==> src/rtl/jt12_wr_sched.sv <==
`default_nettype none
// +--------------------------------------------------------------------------+
// | Module   : jt12_wr_sched                                                 |
// | Purpose  : Two-port write scheduler for the jt12 bus interface. Queues   |
// |            (bank, reg, value) writes and replays them as spaced address/ |
// |            data strobe pairs, waiting on the busy flag between writes.   |
// | Revision : 1.0 - initial release                                         |
// +--------------------------------------------------------------------------+
module jt12_wr_sched #(
  parameter int DEPTH    = 8,
  parameter int GAP      = 2,
  parameter int BUSY_MIN = 2,
  parameter int TMO      = 255
) (
  input  logic                     clk,
  input  logic                     rst,
  input  logic                     cen,
  input  logic                     req0,
  input  logic                     bank0,
  input  logic [7:0]               reg0,
  input  logic [7:0]               val0,
  output logic                     ack0,
  input  logic                     req1,
  input  logic                     bank1,
  input  logic [7:0]               reg1,
  input  logic [7:0]               val1,
  output logic                     ack1,
  output logic [1:0]               chip_addr,
  output logic [7:0]               chip_din,
  output logic                     chip_cs_n,
  output logic                     chip_wr_n,
  input  logic [7:0]               chip_dout,
  output logic [$clog2(DEPTH):0]   level,
  output logic                     idle,
  output logic                     tmo_err,
  input  logic                     clr_err
);

  localparam int AW = $clog2(DEPTH);
  localparam int LW = AW + 1;
  localparam logic [LW-1:0] C_FULL = LW'(DEPTH);
  localparam logic [7:0]    C_GAP  = 8'(GAP);
  localparam logic [7:0]    C_BMIN = 8'(BUSY_MIN);
  localparam logic [7:0]    C_TMO  = 8'(TMO);

  typedef enum logic [2:0] {
    S_IDLE   = 3'd0,
    S_WR_A   = 3'd1,
    S_GAP_A  = 3'd2,
    S_WR_D   = 3'd3,
    S_WAIT_B = 3'd4
  } state_t;

  // Entry layout: {bank, reg[7:0], val[7:0]}
  logic [16:0]   mem_q [DEPTH];
  logic [AW-1:0] wr_ptr_q, wr_ptr_d, rd_ptr_q, rd_ptr_d;
  logic [LW-1:0] level_q, level_d;
  logic          ack0_q, ack0_d, ack1_q, ack1_d;
  state_t        state_q, state_d;
  logic [7:0]    cnt_q, cnt_d, cnt_inc;
  logic [16:0]   hold_q, hold_d, head;
  logic [1:0]    chip_addr_q, chip_addr_d;
  logic [7:0]    chip_din_q, chip_din_d;
  logic          chip_cs_n_q, chip_cs_n_d, chip_wr_n_q, chip_wr_n_d;
  logic          idle_q, idle_d, tmo_err_q, tmo_err_d;
  logic          full, push0, push1, push, pop, tmo_set;
  logic [16:0]   push_data;
  logic          unused_dout;

  assign unused_dout = ^chip_dout[6:0];
  assign head        = mem_q[rd_ptr_q];
  assign cnt_inc     = cnt_q + 8'd1;

  // Requester arbitration and FIFO bookkeeping; a port whose ack is showing
  // still holds its old request, so it is masked for that cycle.
  always_comb begin
    full      = (level_q == C_FULL);
    push0     = req0 && !ack0_q && !full;
    push1     = req1 && !ack1_q && !full && !(req0 && !ack0_q);
    push      = push0 || push1;
    push_data = push0 ? {bank0, reg0, val0} : {bank1, reg1, val1};
    pop       = cen && (state_q == S_IDLE) && (level_q != '0);
    ack0_d    = push0;
    ack1_d    = push1;
    wr_ptr_d  = push ? wr_ptr_q + AW'(1) : wr_ptr_q;
    rd_ptr_d  = pop  ? rd_ptr_q + AW'(1) : rd_ptr_q;
    level_d   = level_q;
    if (push && !pop) level_d = level_q + LW'(1);
    else if (pop && !push) level_d = level_q - LW'(1);
  end

  // Bus sequencer: next state and registered strobe values, advancing on cen only.
  always_comb begin
    state_d     = state_q;
    cnt_d       = cnt_q;
    hold_d      = hold_q;
    chip_addr_d = chip_addr_q;
    chip_din_d  = chip_din_q;
    chip_cs_n_d = chip_cs_n_q;
    chip_wr_n_d = chip_wr_n_q;
    tmo_set     = 1'b0;
    if (cen) begin
      case (state_q)
        S_IDLE: begin
          if (level_q != '0) begin
            hold_d      = head;
            chip_addr_d = {head[16], 1'b0};
            chip_din_d  = head[15:8];
            chip_cs_n_d = 1'b0;
            chip_wr_n_d = 1'b0;
            cnt_d       = 8'd0;
            state_d     = S_WR_A;
          end
        end
        S_WR_A: begin
          chip_cs_n_d = 1'b1;
          chip_wr_n_d = 1'b1;
          cnt_d       = 8'd0;
          state_d     = S_GAP_A;
        end
        S_GAP_A: begin
          if (cnt_inc >= C_GAP) begin
            chip_addr_d = {hold_q[16], 1'b1};
            chip_din_d  = hold_q[7:0];
            chip_cs_n_d = 1'b0;
            chip_wr_n_d = 1'b0;
            cnt_d       = 8'd0;
            state_d     = S_WR_D;
          end else begin
            cnt_d = cnt_inc;
          end
        end
        S_WR_D: begin
          chip_cs_n_d = 1'b1;
          chip_wr_n_d = 1'b1;
          cnt_d       = 8'd0;
          state_d     = S_WAIT_B;
        end
        S_WAIT_B: begin
          if (cnt_inc >= C_BMIN && !chip_dout[7]) begin
            cnt_d   = 8'd0;
            state_d = S_IDLE;
          end else if (cnt_inc >= C_TMO) begin
            tmo_set = 1'b1;
            cnt_d   = 8'd0;
            state_d = S_IDLE;
          end else begin
            cnt_d = cnt_inc;
          end
        end
        default: begin
          chip_cs_n_d = 1'b1;
          chip_wr_n_d = 1'b1;
          cnt_d       = 8'd0;
          state_d     = S_IDLE;
        end
      endcase
    end
    idle_d    = (level_d == '0) && (state_d == S_IDLE);
    tmo_err_d = tmo_set || (tmo_err_q && !clr_err);
  end

  // FIFO storage; contents need no reset since level gates every read.
  always_ff @(posedge clk) begin
    if (push) mem_q[wr_ptr_q] <= push_data;
  end

  // State registers; reset abandons any write in flight and empties the queue.
  always_ff @(posedge clk) begin
    if (rst) begin
      wr_ptr_q    <= '0;
      rd_ptr_q    <= '0;
      level_q     <= '0;
      ack0_q      <= 1'b0;
      ack1_q      <= 1'b0;
      state_q     <= S_IDLE;
      cnt_q       <= 8'd0;
      hold_q      <= '0;
      chip_addr_q <= 2'd0;
      chip_din_q  <= 8'd0;
      chip_cs_n_q <= 1'b1;
      chip_wr_n_q <= 1'b1;
      idle_q      <= 1'b1;
      tmo_err_q   <= 1'b0;
    end else begin
      wr_ptr_q    <= wr_ptr_d;
      rd_ptr_q    <= rd_ptr_d;
      level_q     <= level_d;
      ack0_q      <= ack0_d;
      ack1_q      <= ack1_d;
      state_q     <= state_d;
      cnt_q       <= cnt_d;
      hold_q      <= hold_d;
      chip_addr_q <= chip_addr_d;
      chip_din_q  <= chip_din_d;
      chip_cs_n_q <= chip_cs_n_d;
      chip_wr_n_q <= chip_wr_n_d;
      idle_q      <= idle_d;
      tmo_err_q   <= tmo_err_d;
    end
  end

  assign ack0      = ack0_q;
  assign ack1      = ack1_q;
  assign chip_addr = chip_addr_q;
  assign chip_din  = chip_din_q;
  assign chip_cs_n = chip_cs_n_q;
  assign chip_wr_n = chip_wr_n_q;
  assign level     = level_q;
  assign idle      = idle_q;
  assign tmo_err   = tmo_err_q;

endmodule
`default_nettype wire

==> config.mk <==
export PLATFORM = sky130hd
export DESIGN_NAME = jt12_wr_sched
export DESIGN_NICKNAME = d
export VERILOG_FILES = /design/src/rtl/jt12_wr_sched.sv
export SDC_FILE = /design/constraint.sdc
export NUM_CORES = 1
export LEC_CHECK = 0
export ABC_AREA = 1
export CAP_MARGIN = 10
export CORE_MARGIN = 8
export CORE_UTILIZATION = 55
export CTS_BUF_LIST = sky130_fd_sc_hd__clkbuf_16
export DETAILED_ROUTE_END_ITERATION = 6
export PLACE_DENSITY = 0.86
export SYNTH_ARGS = -nofsm -noshare
export SYNTH_HDL_FRONTEND = slang
export SYNTH_SLANG_ARGS = --single-unit
==> constraint.sdc <==
create_clock -name clk -period 3.19 [get_ports clk]
set_input_delay 0.7975 -clock clk [delete_from_list [all_inputs] [get_ports clk]]
set_output_delay 0.7975 -clock clk [all_outputs]
set_load 0.005 [all_outputs]
==> impl_metrics.py <==
metrics = {
    "synthesis": {
        "async_reset_ff_frac": 0,
        "yosys_warnings": 0,
        "synth_top_area_frac": 0.5293,
        "synth-edff-count": 136,
        "synth_top_area_cell": "edfxtp_1",
        "ys_types": 32,
        "postSynthAreaPerCell_um2": 10.90,
        "syn_area_um2": 7716,
        "synthCells": 708,
        "synth.net_count": 763,
        "seq_area_frac_synth": 0.6538,
        "synth_area_leaders": "edfxtp_1 53%, dfxtp_1 12%, o21ai_0 5.4%, nor2_1 5.0%, nand2_1 4.1%",
        "ys_seq_elements": 184,
        "synth-main-ff-cell": "edfxtp_1",
    },
    "die": {
        "die_h_um": 134.4,
        "rows": 43,
        "start_util": 0.5602,
        "core_area_um2": 13770,
        "die_w_um": 134.4,
        "die_area_um2": 18080,
        "io_pins": 68,
    },
    "global_route": {
        "grt_use_total": 0.2096,
        "grt_pass1_wl_um": 29640,
        "grt_pass1_vias": 5819,
        "grt_overflow": 0,
        "grt_max_degree": 69,
        "antenna_found_initial": 0,
    },
    "routing": {
        "drc": 0,
        "wire_per_inst_um": 19.21,
        "ant_nets": 0,
        "vias": 5768,
        "drt-initial-drc-count": 626,
        "wirelength_um": 18460,
        "via_per_inst": 6.002,
        "first_pass_iters": 5,
    },
    "cells_and_area": {
        "area_growth_pct": 18.16,
        "stdcell_area_um2": 9117,
        "fillCellCount": 982,
        "final_nets": 824,
        "stdcell_count": 961,
        "final_common_cell": "edfxtp_1",
        "layout_common_cells": "136 x edfxtp_1, 103 x nor2_1, 84 x nand2_1, 84 x o21ai_0, 60 x clkdlybuf4s50_1",
        "drive_above_1_share": 0.1114,
        "diodes": 0,
    },
    "power_and_ir_drop": {
        "vdd_ir_drop_max_v": 0.0005376,
        "powerDensity_nw_per_um2": 730.6,
        "p_leak_nw": 3.195,
    },
    "worst_setup_path": {
        "crit_arrival_ns": 2.81,
        "crit_chain": "clkdlybuf4s50_1, nand2_1, inv_2, nand3_2, o21ai_0, a21oi_1",
        "r2r_cells": 10,
        "crit_fanout": 20,
        "worst_ep_required_time_ns": 3.48,
        "crit_path_end_kind": "register",
        "reg2reg_from": "level[0]",
        "critPathMaxStageDelay_ns": 0.66,
        "startpoint_type": "input port",
        "cp_slowest_cell": "clkdlybuf4s50_1",
        "ff2ff_setup_slack_ns": 0.83,
        "path_class": "in -> reg",
        "r2r-end": "chip_din[7]",
    },
    "min_path": {
        "worstHoldEndpoint": "chip_din[6]",
        "hold_start": "chip_din[6]",
        "hp-class": "reg -> reg",
        "hold_depth": 2,
    },
    "clocking": {
        "cts_buffer_depth": 2,
        "cts_tree": "yes",
        "cts-buffers-inserted": 17,
        "clkTransAtPathRegs_ns": 0.07,
        "post_cts_buffers": 0,
        "cts_root_buf": "clkbuf_16",
        "clk_latency_ns": 0.42,
        "ctsHoldBuffers": 0,
        "clock_sinks": 184,
        "htree_levels": 4,
        "cts_resized": 0,
    },
    "job": {
        "cap_violations": 0,
    },
    "placed_design": {
        "postPlaceCellArea_um2": 8519,
        "port_buffers": 60,
        "dp_cells": 930,
        "place_hpwl_um": 10970,
        "globalplace.congestion": 0.8562,
    },
    "sta": {
        "period_share": 0.7890,
        "setup_tns_ns": 0,
        "finalSetupViolCount": 0,
        "finalHoldViolCount": 0,
        "post-route-min-period_ns": 2.517,
        "report.final.slew_viol_count": 0,
        "fin_worst_hold_slack_ns": 0.4619,
        "fmax_mhz": 397.3,
        "skew_ns": 0.007788,
        "rsz0062_at_grt": "no",
        "tightest_slew_ns": 0.8595,
        "slew_headroom": 0.4263,
    },
    "outcome": {
        "status": "complete, no violations",
    },
}
==> cell families (layout without fill, tap and decap cells) <==
family,Yosys count,in the layout,synth area share
AND/OR/NAND/NOR,245,245,0.1335
flip-flops,184,184,0.6538
AO/OA/AOI/OAI,174,174,0.1315
buffers and inverters,77,150,0.04054
multiplexers,17,17,0.02481
adder cells (fa/ha/maj),7,7,0.01135
XOR/XNOR,4,4,0.004540
==> registers in the layout, indices dropped and copies added (netlist names), named ones only <==
name       flops
mem_q        136
hold_q         9
chip_din       8
cnt_q          8
level          4
rd_ptr_q       3
state_q        3
wr_ptr_q       3
chip_addr      2
ack0           1
ack1           1
chip_wr_n      1
idle           1
tmo_err        1
==> critical path: cells and delay by family <==
kind / cells / cell delay, ns
AO/OA/AOI/OAI: 2 / 0.44
buffers and inverters: 2 / 0.84
AND/OR/NAND/NOR: 2 / 0.72
==> through the flow <==
step	setup WS, ns	util	power [mW]
finish	0.6732	0.6620	6.661
global route	0.5272	0.6620	6.954
CTS	0.7469	0.6620	6.659
detailed placement	0.2974	0.6186	4.545
global placement	0.4151	0.6186	4.449
floorplan	0.7329	-	3.993
==> metal layers <==
layer  part of all wire  up-vias  track usage  wire length (µm)
met5                  0        -            0                 0
met2               0.52      301       0.3645              9647
met3              0.082       43      0.04712              1509
li1                   -     2640            -                 -
met4              0.026        0      0.09170               479
met1               0.37     2784       0.2427              6822
==> report_power, final <==
group / internal [mW] / switching [mW]
clock network: 1.23 / 0.880
registers: 2.82 / 0.111
logic: 0.575 / 1.04
total: 4.63 / 2.03
==> final cells by class <==
| class | instances | area, µm² | share of cell area |
|---|---|---|---|
| flip-flops and latches | 184 | 5046 | 0.5535 |
| multi-input cells | 447 | 2359 | 0.2587 |
| clock inverters | 14 | 172.7 | 0.01894 |
| clock buffers | 17 | 425.4 | 0.04666 |
| repair buffers | 78 | 735.7 | 0.08069 |
| inverters | 41 | 153.9 | 0.01688 |
| well taps | 180 | 225.2 | 0.02470 |
==> cell usage after synthesis (all sizes together) (7+ instances only) <==
master,number
dfxtp,48
a21oi,40
o21ai,88
nand2,87
buf,11
o221ai,25
clkbuf,25
inv,39
ha,7
nand3,38
nor2,112
mux2,17
o22ai,8
edfxtp,136
==> how the worst max path moves through the flow <==
stage               startpoint           to  slack, ns  cells past startpoint
floorplan                 req0  mem_q[0][0]       0.73                      6
global placement           cen  chip_din[3]       0.42                      6
detailed placement         cen  chip_din[7]       0.30                      6
CTS                        cen  chip_din[7]       0.75                      6
global route               cen  chip_din[7]       0.53                      6
finish                     cen  chip_din[7]       0.67                      6
(Power assumes the default switching activity.)
